## src/rtl/rd_mon_pkg.sv

```systemverilog
// ---------------------------------------------------------------------------
// rd_mon_pkg
// Shared types and helpers for the read-path latency watchdog bank.
//   slot_state_e : per-slot lifecycle of one outstanding read
//   idx_width()  : width of a slot index for a given number of slots
// ---------------------------------------------------------------------------
package rd_mon_pkg;

    typedef enum logic [1:0] {
        FREE    = 2'b00,
        FIRST   = 2'b01,
        BURST   = 2'b10,
        EXPIRED = 2'b11
    } slot_state_e;

    // A single slot still needs a 1-bit index port so the interface stays uniform.
    function automatic int idx_width(input int num_slots);
        return (num_slots > 1) ? $clog2(num_slots) : 1;
    endfunction

endpackage

```

## src/rtl/rd_budget_slot.sv

```systemverilog
// ---------------------------------------------------------------------------
// rd_budget_slot
// One read-latency watchdog: a lifecycle FSM plus a down-counting budget.
// The slot is armed by an allocation, counts en_i ticks while waiting for
// read data, optionally reloads on every non-last beat and is released by
// the last beat or, once expired, by a software clear.
//
// state   | meaning
// --------+-----------------------------------------------------------
// FREE    | no read tracked; counter parked at 0
// FIRST   | armed, waiting for the first R beat (alloc budget running)
// BURST   | at least one beat seen, waiting for the next/last beat
// EXPIRED | budget ran out; counter frozen until last beat or clear
//
// Ports
//   clk_i, rst_ni   clock, synchronous active-low reset
//   en_i            count enable (prescaler tick)
//   alloc_hit_i     this slot is being allocated this cycle
//   beat_hit_i      an R handshake belongs to this slot this cycle
//   last_i          the R handshake carries RLAST
//   clr_i           software ack of an expired slot
//   alloc_budget_i  budget loaded on allocation
//   beat_budget_i   budget loaded on each non-last beat (ReloadPerBeat=1)
//   state_o         registered slot state
//   spurious_o      beat aimed at a free slot (combinational event)
//   late_o          last beat completed an expired slot (combinational event)
//   alloc_err_o     allocation aimed at a busy slot (combinational event)
// ---------------------------------------------------------------------------
module rd_budget_slot
    import rd_mon_pkg::*;
#(
    parameter int CntWidth      = 10,
    parameter bit ReloadPerBeat = 1'b1
) (
    input  logic                clk_i,
    input  logic                rst_ni,
    input  logic                en_i,
    input  logic                alloc_hit_i,
    input  logic                beat_hit_i,
    input  logic                last_i,
    input  logic                clr_i,
    input  logic [CntWidth-1:0] alloc_budget_i,
    input  logic [CntWidth-1:0] beat_budget_i,
    output slot_state_e         state_o,
    output logic                spurious_o,
    output logic                late_o,
    output logic                alloc_err_o
);

    slot_state_e         state_d, state_q;
    logic [CntWidth-1:0] cnt_d, cnt_q;

    always_comb begin
        state_d     = state_q;
        cnt_d       = cnt_q;
        spurious_o  = 1'b0;
        late_o      = 1'b0;
        alloc_err_o = 1'b0;

        case (state_q)
            FREE: begin
                if (alloc_hit_i) begin
                    state_d = FIRST;
                    cnt_d   = alloc_budget_i;
                end
                if (beat_hit_i) begin
                    spurious_o = 1'b1;
                end
            end

            FIRST, BURST: begin
                // Decided on the state at cycle start, so a slot being
                // released this cycle still rejects a new allocation.
                alloc_err_o = alloc_hit_i;
                if (beat_hit_i && last_i) begin
                    state_d = FREE;
                    cnt_d   = '0;
                end else if (beat_hit_i) begin
                    // A beat outranks expiry: it rescues a slot sitting at 0.
                    state_d = BURST;
                    if (ReloadPerBeat) begin
                        cnt_d = beat_budget_i;
                    end
                end else if (cnt_q == '0) begin
                    state_d = EXPIRED;
                end else if (en_i) begin
                    cnt_d = cnt_q - CntWidth'(1);
                end
            end

            EXPIRED: begin
                alloc_err_o = alloc_hit_i;
                if (beat_hit_i && last_i) begin
                    state_d = FREE;
                    late_o  = 1'b1;
                end else if (clr_i) begin
                    state_d = FREE;
                end
            end

            default: begin
                state_d = FREE;
                cnt_d   = '0;
            end
        endcase
    end

    always_ff @(posedge clk_i) begin
        if (!rst_ni) begin
            state_q <= FREE;
            cnt_q   <= '0;
        end else begin
            state_q <= state_d;
            cnt_q   <= cnt_d;
        end
    end

    assign state_o = state_q;

endmodule

```

## src/rtl/rd_budget_counter_bank.sv

```systemverilog
// ---------------------------------------------------------------------------
// rd_budget_counter_bank
// Bank of NumSlots read-latency watchdogs for the AXI monitor read path.
// Each outstanding AR owns one slot; the slot times the wait for read data
// and latches an expiry until software acknowledges it or the read ends.
//
// Ports
//   clk_i, rst_ni     clock, synchronous active-low reset
//   en_i              global count enable (prescaler tick)
//   alloc_valid_i     arm slot alloc_idx_i with alloc_budget_i
//   alloc_idx_i       slot to arm
//   alloc_budget_i    first-beat budget in en_i ticks
//   beat_budget_i     inter-beat budget (used when ReloadPerBeat=1)
//   r_hs_i            R handshake this cycle
//   r_last_i          RLAST of that handshake
//   r_idx_i           slot owning the R beat
//   clr_i             per-slot clear of an expired slot
//   busy_o            slot is not FREE
//   timeout_o         slot is EXPIRED (sticky)
//   timeout_irq_o     any slot expired
//   alloc_err_o       pulse: allocation to a busy slot
//   spurious_o        pulse: R beat to a free slot
//   late_o            pulse: last beat completed an expired slot
// ---------------------------------------------------------------------------
module rd_budget_counter_bank
    import rd_mon_pkg::*;
#(
    parameter int  NumSlots      = 8,
    parameter int  CntWidth      = 10,
    parameter bit  ReloadPerBeat = 1'b1,
    localparam int IdxWidth      = idx_width(NumSlots)
) (
    input  logic                clk_i,
    input  logic                rst_ni,
    input  logic                en_i,
    input  logic                alloc_valid_i,
    input  logic [IdxWidth-1:0] alloc_idx_i,
    input  logic [CntWidth-1:0] alloc_budget_i,
    input  logic [CntWidth-1:0] beat_budget_i,
    input  logic                r_hs_i,
    input  logic                r_last_i,
    input  logic [IdxWidth-1:0] r_idx_i,
    input  logic [NumSlots-1:0] clr_i,
    output logic [NumSlots-1:0] busy_o,
    output logic [NumSlots-1:0] timeout_o,
    output logic                timeout_irq_o,
    output logic                alloc_err_o,
    output logic                spurious_o,
    output logic                late_o
);

    logic [NumSlots-1:0] alloc_hit;
    logic [NumSlots-1:0] beat_hit;
    logic [NumSlots-1:0] slot_spurious;
    logic [NumSlots-1:0] slot_late;
    logic [NumSlots-1:0] slot_alloc_err;
    slot_state_e         slot_state [NumSlots];

    // Indices beyond NumSlots-1 (non power-of-two banks) match no slot.
    for (genvar s = 0; s < NumSlots; s++) begin : g_slot
        assign alloc_hit[s] = alloc_valid_i && (alloc_idx_i == IdxWidth'(s));
        assign beat_hit[s]  = r_hs_i && (r_idx_i == IdxWidth'(s));

        rd_budget_slot #(
            .CntWidth      (CntWidth),
            .ReloadPerBeat (ReloadPerBeat)
        ) u_slot (
            .clk_i          (clk_i),
            .rst_ni         (rst_ni),
            .en_i           (en_i),
            .alloc_hit_i    (alloc_hit[s]),
            .beat_hit_i     (beat_hit[s]),
            .last_i         (r_last_i),
            .clr_i          (clr_i[s]),
            .alloc_budget_i (alloc_budget_i),
            .beat_budget_i  (beat_budget_i),
            .state_o        (slot_state[s]),
            .spurious_o     (slot_spurious[s]),
            .late_o         (slot_late[s]),
            .alloc_err_o    (slot_alloc_err[s])
        );
    end

    always_comb begin
        busy_o    = '0;
        timeout_o = '0;
        for (int s = 0; s < NumSlots; s++) begin
            busy_o[s]    = (slot_state[s] != FREE);
            timeout_o[s] = (slot_state[s] == EXPIRED);
        end
    end

    assign timeout_irq_o = |timeout_o;

    logic alloc_err_d, alloc_err_q;
    logic spurious_d,  spurious_q;
    logic late_d,      late_q;

    always_comb begin
        alloc_err_d = |slot_alloc_err;
        spurious_d  = |slot_spurious;
        late_d      = |slot_late;
    end

    // Reset clears the pulse registers too, so events from slots discarded
    // by a reset never reach the outputs.
    always_ff @(posedge clk_i) begin
        if (!rst_ni) begin
            alloc_err_q <= 1'b0;
            spurious_q  <= 1'b0;
            late_q      <= 1'b0;
        end else begin
            alloc_err_q <= alloc_err_d;
            spurious_q  <= spurious_d;
            late_q      <= late_d;
        end
    end

    assign alloc_err_o = alloc_err_q;
    assign spurious_o  = spurious_q;
    assign late_o      = late_q;

endmodule

```

## config.mk

```make
export PLATFORM = sky130hd
export DESIGN_NAME = rd_budget_counter_bank
export DESIGN_NICKNAME = d
export VERILOG_FILES = /design/src/rtl/rd_mon_pkg.sv /design/src/rtl/rd_budget_slot.sv /design/src/rtl/rd_budget_counter_bank.sv
export SDC_FILE = /design/constraint.sdc
export NUM_CORES = 1
export LEC_CHECK = 0
export CAP_MARGIN = 20
export CORE_MARGIN = 4
export CORE_UTILIZATION = 55
export DETAILED_ROUTE_END_ITERATION = 8
export PLACE_DENSITY = 0.76
export SKIP_LAST_GASP = 1
export SLEW_MARGIN = 20
export SYNTH_ARGS = -nofsm -noshare
export SYNTH_HDL_FRONTEND = slang
export SYNTH_SLANG_ARGS = --single-unit
```

## constraint.sdc

```tcl
create_clock -name clk_i -period 4.9 [get_ports clk_i]
set_clock_uncertainty 0.15 [all_clocks]
set_input_delay 0.49 -clock clk_i [delete_from_list [all_inputs] [get_ports clk_i]]
set_output_delay 0.49 -clock clk_i [all_outputs]
set_load 0.01 [all_outputs]
```

==> impl_metrics.json, run 1 <==
{
  "final-setup-viol-count": 0,
  "slew_headroom": 0.189,
  "fin_cells": 1196,
  "synth_cells": 1011,
  "synth-seq-cells": 99,
  "viasPerCell": 6.37,
  "vias": 7618,
  "p_int_mw": 2.52,
  "p_seq_frac": 0.291,
  "seq_area_um2": 1980,
  "final-hold-violation-count": 0,
  "min_period_ns": 3.21,
  "antenna_cells": 0,
  "reg2regPathDepth": 7,
  "gp_congestion": 0.952,
  "grt_pass1_vias": 6569,
  "grt_pass1_wl_um": 37000,
  "ys.flop_type": "dfxtp_1",
  "wl_um": 23900,
  "final.setup.tns_ns": 0,
  "postSynthAreaPerCell_um2": 7.37,
  "die_w_um": 124,
  "path_clk_slew_ns": 0.07,
  "hold_path_depth": 2,
  "firstDrtPassIters": 5,
  "syn_to_final_growth_pct": 11.9,
  "end_kind": "register",
  "clkPwrFrac": 0.183,
  "dpl.cell_count": 1180,
  "cp.arrival_ns": 3.31,
  "required_ns": 5.01,
  "synthXorXnorAreaFrac": 0.0646,
  "antenna_found_initial": 0,
  "cts_setup_buffers": 0,
  "rows": 42,
  "final_util": 0.630,
  "core_area_um2": 13200,
  "cts_resized": 0,
  "cts_tree": "built",
  "status": "finished, final reports clean",
  "async_flop_share": 0,
  "antenna_left": 0,
  "max_freq_mhz": 312,
  "ys_seq_area_frac": 0.266,
  "p_switching_mw": 1.87,
  "clk_path_buf_depth": 2,
  "grt_start_max_net_pins": 66,
  "num_io_pins": 60,
  "min_path_type": "register to register",
  "die_area_um2": 15500,
  "maxCapViolCount": 0,
  "synth_compound_area_frac": 0.286,
  "drt_iter0_drc": 1197,
  "die_h_um": 124,
  "fin_nets": 1087,
  "numCtsBuffers": 9,
  "crit_path_start_kind": "primary input",
  "synth.distinct_cells": 64,
  "powerDensity_nw_per_um2": 526,
  "peakVddDrop_mv": 0.230,
  "synth-edff-count": 0,
  "crit_fanout": 22,
  "ys_warn_count": 0,
  "power_leakage_nw": 3.28,
  "worst_pin_slew_ns": 1.21,
  "synth_top_family_by_area": "compound AO/OA/AOI/OAI gates",
  "dpl.hpwl_um": 15700,
  "io_buffers": 59,
  "multi_input_area_um2": 4930,
  "gr-total-overflow": 0,
  "drcViolationCount": 0,
  "syn_area_um2": 7460,
  "wl_per_cell_um": 20.0,
  "report.final.slew_viol_count": 0,
  "nFillCells": 1199,
  "yosys.area_share.simple": 0.231,
  "initial_core_util": 0.563,
  "synthAdderAreaFrac": 0.0537,
  "cts_sinks": 99,
  "critPathKind": "primary input to register",
  "hold_buffers": 0,
  "drive_above_1_share": 0.0431,
  "htreeDepth": 3,
  "comb_power_share": 0.526,
  "clkLatencyLatePin_ns": 0.36,
  "grt_setup_unrepaired": "no",
  "syn_nets": 1083,
  "period_share": 0.655,
  "clockRootBuffer": "clkbuf_16",
  "grt_usage": 0.298,
  "synth_mux_area_frac": 0.0250,
  "hold_slack_ns": 0.326,
  "switching_share": 0.425
}
-- layout make-up --
| cell class | count | area share |
|---|---|---|
| multi-input cells | 778 | 0.591 |
| flip-flops and latches | 99 | 0.238 |
| repair buffers | 70 | 0.0801 |
| clock buffers | 12 | 0.0307 |
| well taps | 176 | 0.0264 |
| inverters | 57 | 0.0256 |
| clock inverters | 4 | 0.00870 |
-- power by group through the flow --
stage	clock (mW)	combinational, mW	sequential [mW]
global placement	0	2.24	1.28
detailed placement	0	2.27	1.28
finish	0.806	2.31	1.28
floorplan	0	1.84	1.22
CTS	0.806	2.28	1.27
global route	0.839	2.57	1.31
-- layout by cell type (no fill, tap or decap), types with 4 or more instances in the layout --
cell type / n
or4b_1: 5
a211oi_1: 16
nor4_1: 11
inv_1: 54
or4_1: 10
o211ai_1: 26
buf_4: 11
clkbuf_16: 9
dfxtp_1: 99
o31ai_1: 9
nand2b_1: 23
o211a_1: 13
nand4b_1: 5
nor3b_1: 8
o41ai_1: 4
nor4bb_1: 4
mux2i_1: 13
ha_1: 32
clkdlybuf4s50_1: 58
a21oi_1: 64
o21ai_0: 104
nor3_1: 21
o31a_1: 6
nand3_1: 11
a211o_1: 17
a31oi_1: 40
xnor2_1: 33
o21ai_1: 8
o221ai_1: 9
or3_1: 13
nand2_1: 72
xor2_1: 22
nor2_1: 130
nor2b_1: 7
-- Yosys cell counts (9+ instances only) --
cell | number | share of area
nor2_1 | 130 | 0.065
o21ai_0 | 104 | 0.070
dfxtp_1 | 99 | 0.27
nand2_1 | 72 | 0.036
a21oi_1 | 64 | 0.043
inv_1 | 54 | 0.027
clkbuf_1 | 43 | 0.022
a31oi_1 | 40 | 0.034
xnor2_1 | 33 | 0.039
ha_1 | 32 | 0.054
o211ai_1 | 26 | 0.026
nand2b_1 | 23 | 0.019
xor2_1 | 22 | 0.026
nor3_1 | 21 | 0.014
a211o_1 | 17 | 0.020
a211oi_1 | 16 | 0.016
buf_1 | 13 | 0.0065
mux2i_1 | 13 | 0.017
o211a_1 | 13 | 0.017
or3_1 | 13 | 0.011
buf_2 | 11 | 0.0074
nand3_1 | 11 | 0.0074
nor4_1 | 11 | 0.0092
or4_1 | 10 | 0.010
o221ai_1 | 9 | 0.011
o31ai_1 | 9 | 0.0091
-- worst max-delay path: stages --
cell	delay [ns]
clkdlybuf4s50_1	0.78
nor4b_2	0.39
buf_4	0.23
nor2_1	0.11
a211oi_2	0.85
o221ai_1	0.27
o211a_1	0.19
-- per-stage QoR --
step                      setup slack, ns  area (um2)  power (mW)
final                                1.69        8340        4.39
after global routing                 1.38        8340        4.72
after CTS                            1.81        8340        4.36
after detailed placement             1.44        8010        3.55
after floorplan                      2.62        7460        3.06
after global placement               1.49        8010        3.52
-- registers in the layout, indices dropped and copies added (netlist names) --
signal and count:
alloc_err_o 1, g_slot.u_slot.cnt_q 80, spurious_o 1, late_o 1, g_slot.u_slot.state_o 16
-- cell families (layout without fill, tap and decap cells) --
family,Yosys count,after routing
AOI/OAI and AO/OA,334,334
xor gates and xnor gates,55,55
adders and majority gates,32,32
buffers and inverters,134,143
DFF,99,99
muxes,16,16
and+or+nand+nor,341,341
-- per-layer routing --
| metal | share of wire | global-route usage |
|---|---|---|
| met1 | 0.43 | 0.438 |
| met2 | 0.43 | 0.446 |
| met3 | 0.11 | 0.0407 |
| met4 | 0.028 | 0.106 |
| met5 | 0 | 0 |
-- worst paths after layout --
| path | start | endpoint | slack [ns] |
|---|---|---|---|
| max | r_idx_i[1] | g_slot[0].u_slot.cnt_q[2]$_SDFFE_PN0P_ | 1.69 |
| max reg2reg | g_slot[0].u_slot.state_o[0]$_SDFFE_PN0P_ | g_slot[0].u_slot.cnt_q[2]$_SDFFE_PN0P_ | 2.13 |
| min reg2reg | g_slot[7].u_slot.state_o[1]$_SDFFE_PN0P_ | g_slot[7].u_slot.state_o[1]$_SDFFE_PN0P_ | 0.33 |
| min | g_slot[7].u_slot.state_o[1]$_SDFFE_PN0P_ | g_slot[7].u_slot.state_o[1]$_SDFFE_PN0P_ | 0.33 |
No activity file was read; power rests on OpenSTA's default activity.
==> run 2: changes to the inputs <==
CORE_UTILIZATION = 54   (was 55)
PLACE_DENSITY = 0.78   (was 0.76)
clock period = 2.9 ns   (was 4.9 ns; I/O delays follow)
==> run 2 against run 1 <==
- global-route usage grew 0.69 points
- power up 73%
- via count rose by 3.0%
- clock power rose by 76%
- combinational power rose by 74%
- worst setup slack worse by 1.4 ns
- routed wire length is 3.1% higher
- sequential share of layout area decreased by 0.60 points
- hold slack got worse by 0.080 ns
- highest routed layer unchanged
==> impl_metrics.json, run 2 (synthesis results as in run 1) <==
{
  "num_io_pins": 60,
  "cp_slowest_cell": "or4b_1",
  "crit_buf_inv": 1,
  "wl_um": 24700,
  "max_freq_mhz": 383,
  "path_clk_slew_ns": 0.07,
  "clockRootBuffer": "clkbuf_16",
  "htreeDepth": 3,
  "hold_buffers": 0,
  "hold_path_depth": 2,
  "cts_setup_buffers": 0,
  "cts_resized": 0,
  "end_kind": "register",
  "cp.arrival_ns": 2.68,
  "worst_pin_slew_ns": 0.885,
  "critPathKind": "register to register",
  "grt_setup_unrepaired": "no",
  "period_share": 0.900,
  "rrSetupSlack_ns": 0.29,
  "antenna_found_initial": 0,
  "mostFrequentLayoutCell": "nor2_1",
  "core_area_um2": 13400,
  "maxCapViolCount": 0,
  "numCtsBuffers": 9,
  "final-setup-viol-count": 0,
  "cts_sinks": 99,
  "critPathTopFamily": "compound AO/OA/AOI/OAI gates",
  "drcViolationCount": 0,
  "drt_iter0_drc": 929,
  "min_period_ns": 2.61,
  "syn_to_final_growth_pct": 14.8,
  "final-hold-violation-count": 0,
  "crit_fanout": 20,
  "drive_above_1_share": 0.0669,
  "firstDrtPassIters": 7,
  "slowest_delay_ns": 0.58,
  "worstPathCellList": "inv_1 > ha_1 > or4b_1 > o31a_1 > o211a_1 > o21ai_0 > a31oi_1",
  "die_w_um": 126,
  "antenna_cells": 0,
  "clk_path_buf_depth": 2,
  "r2r_end": "g_slot[2].u_slot.cnt_q[9]$_SDFFE_PN0P_",
  "reg2regPathDepth": 7,
  "vias": 7847,
  "rows": 42,
  "min_path_type": "primary input to register",
  "die_area_um2": 15800,
  "status": "finished, final reports clean",
  "slew_headroom": 0.402,
  "report.final.slew_viol_count": 0,
  "largest_reg_flops": 80,
  "required_ns": 2.97,
  "hp-start": "rst_ni",
  "r2r-start": "g_slot[2].u_slot.cnt_q[0]$_SDFFE_PN0P_",
  "hold_end": "g_slot[4].u_slot.cnt_q[2]$_SDFFE_PN0P_",
  "viasPerCell": 6.42,
  "grt_pass1_vias": 7175,
  "io_buffers": 59,
  "peakVddDrop_mv": 0.533,
  "die_h_um": 126,
  "antenna_left": 0,
  "initial_core_util": 0.556,
  "fin_nets": 1114,
  "dpl.hpwl_um": 16500,
  "wl_per_cell_um": 20.2,
  "gr-total-overflow": 0,
  "cts_tree": "built",
  "clkLatencyLatePin_ns": 0.36,
  "grt_usage": 0.305,
  "final.setup.tns_ns": 0,
  "powerDensity_nw_per_um2": 888,
  "hold_slack_ns": 0.245,
  "gp_congestion": 0.977,
  "grt_pass1_wl_um": 38500,
  "crit_path_start_kind": "register",
  "power_leakage_nw": 3.41,
  "top_register": "g_slot.u_slot.cnt_q",
  "grt_start_max_net_pins": 44,
  "final_cell_mix": "nor2_1, o21ai_0, dfxtp_1"
}
==> run 2: changes by cell type in the layout (fill, tap and decap cells not counted), sizes merged <==
| cell | previous run | this run |
|---|---|---|
| buf | 12 | 39 |
| bufinv | 2 | 3 |
| clkinv | 4 | 3 |
==> run 2: power breakdown <==
part           switching [mW]  internal (mW)
Clock                   0.555          0.868
Combinational            2.22           1.80
Sequential              0.435           1.73
==> run 2: final cells by class <==
type	instances	area, um2
clock buffers	12	246
clock inverters	4	97.6
fillers	1185	4840
inverters	57	214
multi-input cells	778	4930
flip-flops and latches	99	1980
well taps	176	220
repair buffers	97	871
==> run 2: through the flow <==
step	power (mW)	cell area (um2)	util	std cells	setup WS [ns]
6_report	7.60	8560	0.639	1223	0.289
5_1_grt	8.15	8560	0.639	1223	0.0763
4_1_cts	7.54	8560	0.639	1223	0.331
3_5_place_dp	6.09	8220	0.613	1207	0.169
3_3_place_gp	6.02	8220	0.613	1207	0.213
2_1_floorplan	5.18	7460	-	1011	0.622
==> run 2: how the worst max path moves through the flow <==
stage,depth (start not counted),endpoint,startpoint,slack [ns]
4_1_cts,7,g_slot[3].u_slot.cnt_q[8]$_SDFFE_PN0P_,g_slot[3].u_slot.cnt_q[0]$_SDFFE_PN0P_,0.33
3_5_place_dp,8,g_slot[4].u_slot.cnt_q[0]$_SDFFE_PN0P_,r_idx_i[0],0.17
5_1_grt,7,g_slot[2].u_slot.cnt_q[5]$_SDFFE_PN0P_,g_slot[2].u_slot.cnt_q[0]$_SDFFE_PN0P_,0.08
6_report,7,g_slot[2].u_slot.cnt_q[9]$_SDFFE_PN0P_,g_slot[2].u_slot.cnt_q[0]$_SDFFE_PN0P_,0.29
2_1_floorplan,8,g_slot[5].u_slot.cnt_q[2]$_SDFFE_PN0P_,g_slot[5].u_slot.cnt_q[0]$_SDFFE_PN0P_,0.62
3_3_place_gp,7,g_slot[4].u_slot.cnt_q[2]$_SDFFE_PN0P_,r_idx_i[0],0.21
==> run 2: worst register-to-register path: cells and delay by family, from the launching register on <==
| kind | cells | cell delay, ns |
|---|---|---|
| AO/OA/AOI/OAI | 4 | 1.09 |
| adder cells (fa/ha/maj) | 1 | 0.21 |
| flip-flops | 1 | 0.35 |
| AND/OR/NAND/NOR | 1 | 0.58 |
| buffers and inverters | 1 | 0.09 |
==> run 2: routing by layer <==
metal / global-route usage / part of all wire / wire length (um)
met4: 0.117 / 0.043 / 1050
met3: 0.0947 / 0.13 / 3110
met1: 0.410 / 0.41 / 10200
met5: 0 / 0 / 0
met2: 0.460 / 0.42 / 10300
==> run 3: changes to the inputs <==
CORE_MARGIN = unset   (was 4)
==> run 3 against run 2 <==
- critical path depth did not move
- sequential share of layout area is 0.15 points higher
- via count increased by 0.25%
- highest routed layer unchanged
- hold slack improved by 0.0062 ns
- critical path type unchanged
- non-clock buffer count increased by 2
- largest power group unchanged
- largest cell class unchanged
- count of clock-buffer cells in the layout rose by 1
- power is 2.8% lower
- fmax up 1.3%
- global-route usage rose by 4.9 points
- clock power decreased by 19%
- routed wire length increased by 0.56%
==> impl_metrics.json, run 3 (synthesis results as in run 1) <==
{
  "status": "finished, final reports clean",
  "cts_resized": 0,
  "vias": 7867,
  "htreeDepth": 3,
  "critPathKind": "register to register",
  "cp.arrival_ns": 2.65,
  "path_clk_slew_ns": 0.07,
  "numCtsBuffers": 9,
  "dpl.hpwl_um": 16800,
  "power_leakage_nw": 3.39,
  "end_kind": "register",
  "final.setup.tns_ns": 0,
  "cts_setup_buffers": 0,
  "r2r-start": "g_slot[2].u_slot.cnt_q[0]$_SDFFE_PN0P_",
  "final-hold-violation-count": 0,
  "peakVddDrop_mv": 0.499,
  "final_cell_mix": "nor2_1, o21ai_0, dfxtp_1",
  "clkLatencyLatePin_ns": 0.36,
  "top_register": "g_slot.u_slot.cnt_q",
  "wl_per_cell_um": 20.3,
  "largest_reg_flops": 80,
  "drcViolationCount": 0,
  "critPathLaunch": "g_slot[2].u_slot.cnt_q[0]$_SDFFE_PN0P_",
  "gr-total-overflow": 0,
  "grt_pass1_vias": 7063,
  "max_freq_mhz": 388,
  "antenna_left": 0,
  "dpl-instance-area_um2": 8240,
  "die_h_um": 120,
  "core_area_um2": 13300,
  "min_path_type": "primary input to register",
  "io_buffers": 59,
  "grt_start_max_net_pins": 65,
  "gp_congestion": 0.982,
  "slew_headroom": 0.472,
  "period_share": 0.889,
  "syn_to_final_growth_pct": 14.1,
  "wl_um": 24800,
  "antenna_found_initial": 0,
  "cts_sinks": 99,
  "finalInstanceArea_um2": 8510,
  "drive_above_1_share": 0.0668,
  "crit_path_start_kind": "register",
  "grt_pass1_wl_um": 39000,
  "num_io_pins": 60,
  "fin_nets": 1116,
  "clockRootBuffer": "clkbuf_16",
  "maxCapViolCount": 0,
  "hp-start": "rst_ni",
  "clk_path_buf_depth": 2,
  "cts_tree": "built",
  "viasPerCell": 6.43,
  "final-setup-viol-count": 0,
  "drt_iter0_drc": 1005,
  "powerDensity_nw_per_um2": 868,
  "firstDrtPassIters": 6,
  "initial_core_util": 0.559,
  "grt_usage": 0.354,
  "antenna_cells": 0,
  "rows": 42,
  "min_period_ns": 2.58,
  "report.final.slew_viol_count": 0,
  "crit_fanout": 20,
  "hold_buffers": 0,
  "required_ns": 2.97,
  "worst_pin_slew_ns": 0.790,
  "die_w_um": 120,
  "grt_setup_unrepaired": "no",
  "mostFrequentLayoutCell": "nor2_1",
  "die_area_um2": 14300
}
## run 3: cell types whose count changed in the layout (fill, tap and decap cells not counted), sizes merged
cell / delta
bufinv: -3
clkinv: +1
buf: +2
clkbuf: +1
## run 3: layer usage
layer | track usage | routed length, um | part of all wire | vias up
met5 | 0 | 0 | 0 | -
met4 | 0.154 | 1000 | 0.040 | 0
met3 | 0.0632 | 3270 | 0.13 | 74
met2 | 0.530 | 10600 | 0.43 | 471
met1 | 0.496 | 9890 | 0.40 | 3614
li1 | - | - | - | 3708
## run 3: layout make-up
type / count / area [um2]
timing repair buffer: 99 / 898
multi-input combinational: 778 / 4930
clock inverter: 2 / 12.5
tap: 176 / 220
clock buffer: 13 / 250
inverter: 57 / 214
fill: 1189 / 4840
sequential: 99 / 1980
## run 3: power by group
group          total (mW)  internal, mW  switching (mW)
sequential           2.15          1.73           0.427
clock                1.15         0.602           0.552
combinational        4.08          1.83            2.25
total                7.39          4.15            3.23
## run 3: path summary, 6_finish.rpt
path	endpoint	slack, ns	cells past startpoint
setup / recovery	g_slot[2].u_slot.cnt_q[8]$_SDFFE_PN0P_	0.32	7
hold / removal	g_slot[6].u_slot.cnt_q[1]$_SDFFE_PN0P_	0.25	3
setup reg to reg	g_slot[2].u_slot.cnt_q[8]$_SDFFE_PN0P_	0.32	7
hold reg to reg	g_slot[5].u_slot.state_o[1]$_SDFFE_PN0P_	0.33	2
## run 3: metrics by stage
stage / utilization / power [mW] / instances / hold slack (ns) / setup WS [ns]
4_1_cts: 0.637 / 7.32 / 1224 / 0.254 / 0.347
2_1_floorplan: - / 5.18 / 1011 / 0.286 / 0.622
5_1_grt: 0.637 / 7.93 / 1224 / 0.296 / 0.173
3_5_place_dp: 0.618 / 6.16 / 1209 / 0.323 / 0.173
6_report: 0.637 / 7.39 / 1224 / 0.252 / 0.323
3_3_place_gp: 0.618 / 6.08 / 1209 / 0.312 / 0.232
## run 3: worst max-delay path, stage by stage, from the launching register on
cell	delay [ns]
dfxtp_1	0.36
inv_1	0.09
ha_1	0.20
or4b_1	0.57
o31a_1	0.32
o211a_1	0.42
o21ai_0	0.27
a31oi_1	0.06
